### src/rtl/key_debounce_pulse.sv
// rtl/key_debounce_pulse.sv - per-key synchroniser, 4-state debouncer, press/release pulses.
// Optional macro LONG_PRESS_EN adds a per-key hold counter driving key_long.
module key_debounce_pulse #(
  parameter int NUM_KEYS        = 5,
  parameter int SYNC_STAGES     = 2,
  parameter int DEBOUNCE_CYCLES = 2000000,
  parameter int LONG_CYCLES     = 100000000
) (
  input  logic                clk,
  input  logic                reset,
  input  logic [NUM_KEYS-1:0] raw_keys,
  output logic [NUM_KEYS-1:0] key_level,
  output logic [NUM_KEYS-1:0] key_press,
  output logic [NUM_KEYS-1:0] key_release,
  output logic [NUM_KEYS-1:0] key_long
);

  localparam int CNT_W = $clog2(DEBOUNCE_CYCLES) + 1;
  localparam logic [CNT_W-1:0] CNT_LAST = CNT_W'(DEBOUNCE_CYCLES - 1);

  typedef enum logic [1:0] {
    S_LOW       = 2'd0,
    S_WAIT_HIGH = 2'd1,
    S_HIGH      = 2'd2,
    S_WAIT_LOW  = 2'd3
  } state_t;

  for (genvar i = 0; i < NUM_KEYS; i++) begin : g_key
    logic [SYNC_STAGES-1:0] r_sync;
    logic                   w_sync;
    state_t                 r_state;
    state_t                 w_state_nxt;
    logic [CNT_W-1:0]       r_cnt;
    logic [CNT_W-1:0]       w_cnt_nxt;
    logic                   w_press_nxt;
    logic                   w_release_nxt;
    logic                   r_level;
    logic                   r_press;
    logic                   r_release;

    always_ff @(posedge clk or negedge reset) begin
      if (!reset) begin
        r_sync <= '0;
      end else begin
        r_sync <= {r_sync[SYNC_STAGES-2:0], raw_keys[i]};
      end
    end

    assign w_sync = r_sync[SYNC_STAGES-1];

    always_ff @(posedge clk or negedge reset) begin
      if (!reset) begin
        r_state   <= S_LOW;
        r_cnt     <= '0;
        r_level   <= 1'b0;
        r_press   <= 1'b0;
        r_release <= 1'b0;
      end else begin
        r_state   <= w_state_nxt;
        r_cnt     <= w_cnt_nxt;
        r_level   <= (w_state_nxt == S_HIGH) || (w_state_nxt == S_WAIT_LOW);
        r_press   <= w_press_nxt;
        r_release <= w_release_nxt;
      end
    end

    // Any disagreement during a wait state drops back without touching the level.
    always_comb begin
      w_state_nxt   = r_state;
      w_cnt_nxt     = r_cnt;
      w_press_nxt   = 1'b0;
      w_release_nxt = 1'b0;
      case (r_state)
        S_LOW: begin
          if (w_sync) begin
            w_state_nxt = S_WAIT_HIGH;
            w_cnt_nxt   = '0;
          end
        end
        S_WAIT_HIGH: begin
          if (!w_sync) begin
            w_state_nxt = S_LOW;
          end else if (r_cnt == CNT_LAST) begin
            w_state_nxt = S_HIGH;
            w_press_nxt = 1'b1;
          end else begin
            w_cnt_nxt = r_cnt + 1'b1;
          end
        end
        S_HIGH: begin
          if (!w_sync) begin
            w_state_nxt = S_WAIT_LOW;
            w_cnt_nxt   = '0;
          end
        end
        S_WAIT_LOW: begin
          if (w_sync) begin
            w_state_nxt = S_HIGH;
          end else if (r_cnt == CNT_LAST) begin
            w_state_nxt   = S_LOW;
            w_release_nxt = 1'b1;
          end else begin
            w_cnt_nxt = r_cnt + 1'b1;
          end
        end
        default: begin
          w_state_nxt = S_LOW;
        end
      endcase
    end

    assign key_level[i]   = r_level;
    assign key_press[i]   = r_press;
    assign key_release[i] = r_release;

`ifdef LONG_PRESS_EN
    localparam int HOLD_W = $clog2(LONG_CYCLES) + 1;
    localparam logic [HOLD_W-1:0] HOLD_LAST = HOLD_W'(LONG_CYCLES - 1);

    logic [HOLD_W-1:0] r_hold;
    logic              r_long;

    // Saturating at HOLD_LAST gives one pulse per accepted press, no auto-repeat.
    always_ff @(posedge clk or negedge reset) begin
      if (!reset) begin
        r_hold <= '0;
        r_long <= 1'b0;
      end else begin
        r_long <= 1'b0;
        if (w_press_nxt) begin
          r_hold <= '0;
          r_long <= (HOLD_LAST == '0);
        end else if (((r_state == S_HIGH) || (r_state == S_WAIT_LOW)) && (r_hold != HOLD_LAST)) begin
          r_hold <= r_hold + 1'b1;
          r_long <= ((r_hold + 1'b1) == HOLD_LAST);
        end
      end
    end

    assign key_long[i] = r_long;
`else
    assign key_long[i] = 1'b0;
`endif
  end

endmodule
### config.mk
export PLATFORM = sky130hd
export DESIGN_NAME = key_debounce_pulse
export DESIGN_NICKNAME = d
export VERILOG_FILES = /design/src/rtl/key_debounce_pulse.sv
export SDC_FILE = /design/constraint.sdc
export NUM_CORES = 1
export LEC_CHECK = 0
export BUFFER_PORTS_ARGS = -buffer_cell sky130_fd_sc_hd__buf_2
export CORE_ASPECT_RATIO = 1.2
export CORE_MARGIN = 1
export CORE_UTILIZATION = 65
export DETAILED_ROUTE_END_ITERATION = 12
export PLACE_DENSITY = 0.86
export SLEW_MARGIN = 10
export SYNTH_ARGS = -nofsm -noshare
export SYNTH_HDL_FRONTEND = slang
export SYNTH_SLANG_ARGS = --single-unit
### constraint.sdc
create_clock -name clk -period 4.47 [get_ports clk]
set_clock_uncertainty 0.1 [all_clocks]
set_input_delay 0.2235 -clock clk [delete_from_list [all_inputs] [get_ports clk]]
set_output_delay 0.2235 -clock clk [all_outputs]
set_load 0.02 [all_outputs]
==> metrics.md <==
| Metric | Value |
|---|---|
| Status | `finished, final reports clean` |
| EDFF count, synth | `0` |
| Mean Syn Cell Area | `approximately 9 sq um` |
| CP required | `~4.7 ns` |
| Clock tree root buffer cell | `clkbuf_16` |
| Fill count | `a little under 800` |
| Clk Latency, worst-skew pair | `about 0.43 ns` |
| Sequential element share of the synthesized area | `46.59%` |
| Gate Count Post-Synth | `approximately 840` |
| Tcrit/Tclk final | `a little under two thirds` |
| Worst Setup End Kind | `flip-flop` |
| Diode count | `0` |
| Final setup TNS | `0 ns` |
| Yosys warns | `0` |
| Fin cells | `around 1000` |
| Total Die Area | `roughly 12000 sq um` |
| Asr flop ratio synth | `between 90% and 100%` |
| DRC | `0` |
| Routed wire length | `17.08 mm` |
| Drt initial violations | `450` |
| Critical path type | `reg -> reg` |
| Vias per std cell | `6.483` |
| # IOs | `27` |
| Nets | `roughly 860` |
| Htree depth | `4` |
| Clock slew at reported path FFs | `~0.060 ns` |
| PostCTS Resize Cnt | `0` |
| DP HPWL | `between 10 and 15 mm` |
| Core ar. | `around 12000 sq um` |
| Row cnt | `between 40 and 50` |
| Layout cells sized above 1 | `just under 10%` |
| Delay-heaviest family, CP | `simple AND/OR/NAND/NOR gates` |
| TritonRoute pass-1 iters | `5` |
| CTS Hold Bufs | `6` |
| Final Max Slew Viols | `0` |
| Peak supply drop | `about 0.24 mV` |
| Slew headroom | `24.03%` |
| Final Hold Fails | `0` |
| CTS tree | `built` |
| Power density cells | `374.0 nW/um^2` |
| Critical Path Fanout Max | `26` |
| Register Area | `about 3600 sq um` |
| Initial Util | `approximately two thirds` |
| Cts bufs inserted | `17` |
| Vias in the first global route | `6175` |
| First-pass GRT wire length | `28.31 mm` |
| Buf/Inv on CP | `1` |
| Fmax | `351.2 MHz` |
| Initial antenna violation count | `0` |
| Via count | `6574` |
| Die W | `just over 100 um` |
| Synth Register Bits | `about 150` |
| Worst-Margin Slew | `roughly 1.1 ns` |
| Startpoint type of the worst setup path | `flip-flop` |
| Critical Path Max Stage Delay | `~0.75 ns` |
| Postcts setup bufs | `0` |
| Synth-to-layout area growth | `10.35%` |
| Final WS setup | `~1.6 ns` |
| Endpoints failing setup | `0` |
| Multi-input combinational cell area | `about 3800 sq um` |
| CP cell instances | `ha_1, nand2_1, or4_1, o21ai_2, inv_1, nand4_1, o21ai_0` |
| DIE HEIGHT | `between 100 and 150 um` |
| DR WL/cell | `16.85 um` |
| Main synth FF type | `dfrtp_1` |
| Largest net degree at the start of global routing | `between 100 and 150` |
| Inst Count DP | `just under 1000` |
| Port bufs | `21` |
| R2R setup slack | `1.62 ns` |
| Max_cap viols | `0` |
| Unrepaired setup endpoints after global routing | `false` |
| Max clock buf depth | `2` |
| Gpl congestion | `between 0.8 and 0.9` |
| Pre-CTS setup slack | `~1.7 ns` |
| Clk sinks | `between 100 and 150` |
| CP max-delay cell | `o21ai_2` |
| Total GRT Usage | `between 20 and 30%` |
| Global route total overflow | `0` |
| Crit path time final | `between 2 and 3 ns` |
| Yosys cell types | `64` |
| Worst Path Arrival | `between 3 and 4 ns` |
| Static Leak | `3.722 nW` |
| Synthesized cell area | `roughly 7800 sq um` |
| Worst min-delay path class | `reg -> reg` |
| Final ANT Viol Nets | `0` |
==> flip-flops by register name, summed over array words and instances (netlist names) <==
name / flops
g_key.r_cnt: 110
g_key.r_release: 5
g_key.r_state: 10
g_key.r_level: 5
g_key.r_press: 5
g_key.r_sync: 10
==> cells in the mapped netlist (all sizes together), types with 11 or more instances <==
master / count / area share (%)
nor3: 34 / 2.2
a31oi: 13 / 1.0
nor4: 13 / 1.1
nand3: 60 / 3.9
or4: 16 / 1.6
clkbuf: 23 / 1.4
a22o: 11 / 1.2
nor2: 62 / 3.0
mux2i: 24 / 3.1
nor3b: 11 / 1.1
and3: 21 / 1.7
dfrtp: 145 / 47
mux2: 11 / 1.6
xnor2: 12 / 1.3
o41ai: 11 / 1.6
buf: 31 / 2.7
nand4: 30 / 2.5
o21ai: 56 / 3.6
inv: 24 / 1.2
nand2: 104 / 5.0
a21oi: 17 / 1.1
==> worst reg2reg max path, stage by stage, from the launching register on <==
cell,delay (ns)
dfrtp_1,0.39
ha_1,0.22
nand2_1,0.12
or4_1,0.55
o21ai_2,0.75
inv_1,0.28
nand4_1,0.19
o21ai_0,0.11
==> logic make-up after synthesis <==
logic type	count (synthesis)	share of synthesized area, %
AOI/OAI and AO/OA	151	13.01
xor gates and xnor gates	20	2.249
adders and majority gates	5	0.8032
buffers and inverters	78	5.269
DFF	145	46.59
muxes	35	4.675
other	1	0.04815
and+or+nand+nor	406	27.36
==> metrics by stage <==
| step | hold WS (ns) | total power, mW | area (sq um) | utilization [%] |
|---|---|---|---|---|
| after floorplan | -0.1721 | 1.540 | 7804 | - |
| after global placement | 0.2321 | 1.589 | 7849 | 67.54 |
| after detailed placement | 0.2349 | 1.603 | 7849 | 67.54 |
| after CTS | 0.2531 | 3.228 | 8594 | 73.96 |
| after global routing | 0.2635 | 3.309 | 8594 | 73.96 |
| final | 0.2520 | 3.215 | 8594 | 73.96 |
==> power by group <==
part           leakage (nW)  switching [mW]  internal [mW]
Clock                 0.333           0.550           1.08
Combinational          1.41           0.103         0.0630
Sequential             1.98          0.0667           1.36
Total                  3.72           0.720           2.50
==> layout by cell type (no fill, tap or decap), drive strengths merged, types with 8 or more instances in the layout <==
cell type / instances
dfrtp: 145
nand2: 104
nor2: 62
nand3: 60
o21ai: 56
nor3: 34
nand4: 30
buf: 28
inv: 24
mux2i: 24
and3: 21
clkbuf: 19
a21oi: 17
or4: 16
a31oi: 13
nor4: 13
xnor2: 12
nor3b: 11
mux2: 11
a22o: 11
o41ai: 11
and2: 10
xor2: 8
nand3b: 8
o211ai: 8
==> routing by layer <==
layer  vias to the layer above  track usage (%)  part of all wire, %
met5                         -                0                    0
met4                         0            13.66                  2.6
met2                       243            49.92                   51
met3                        49            5.795                  5.2
li1                       3084                -                    -
met1                      3198            35.29                   42
==> layout make-up <==
type	instances	area share (%)
Inverter	24	1.048
Tap cell	157	2.286
Clock inverter	13	2.708
Multi-Input combinational cell	622	43.86
Timing Repair Buffer	34	2.606
Clock buffer	19	5.270
Sequential cell	145	42.22
==> worst paths after layout <==
path,startpoint,to,cells past startpoint
setup reg to reg,g_key[1].r_cnt[0]$_DFFE_PN0P_,g_key[1].r_cnt[12]$_DFFE_PN0P_,7
setup / recovery,g_key[1].r_cnt[0]$_DFFE_PN0P_,g_key[1].r_cnt[12]$_DFFE_PN0P_,7
max in group asynchronous,reset,g_key[0].r_cnt[6]$_DFFE_PN0P_,3
min in group asynchronous,reset,g_key[3].r_cnt[5]$_DFFE_PN0P_,2
hold / removal,g_key[2].r_sync[0]$_DFF_PN0_,g_key[2].r_sync[1]$_DFF_PN0_,0
hold reg to reg,g_key[2].r_sync[0]$_DFF_PN0_,g_key[2].r_sync[1]$_DFF_PN0_,0
Note: power is estimated with default switching activity, not from simulation.
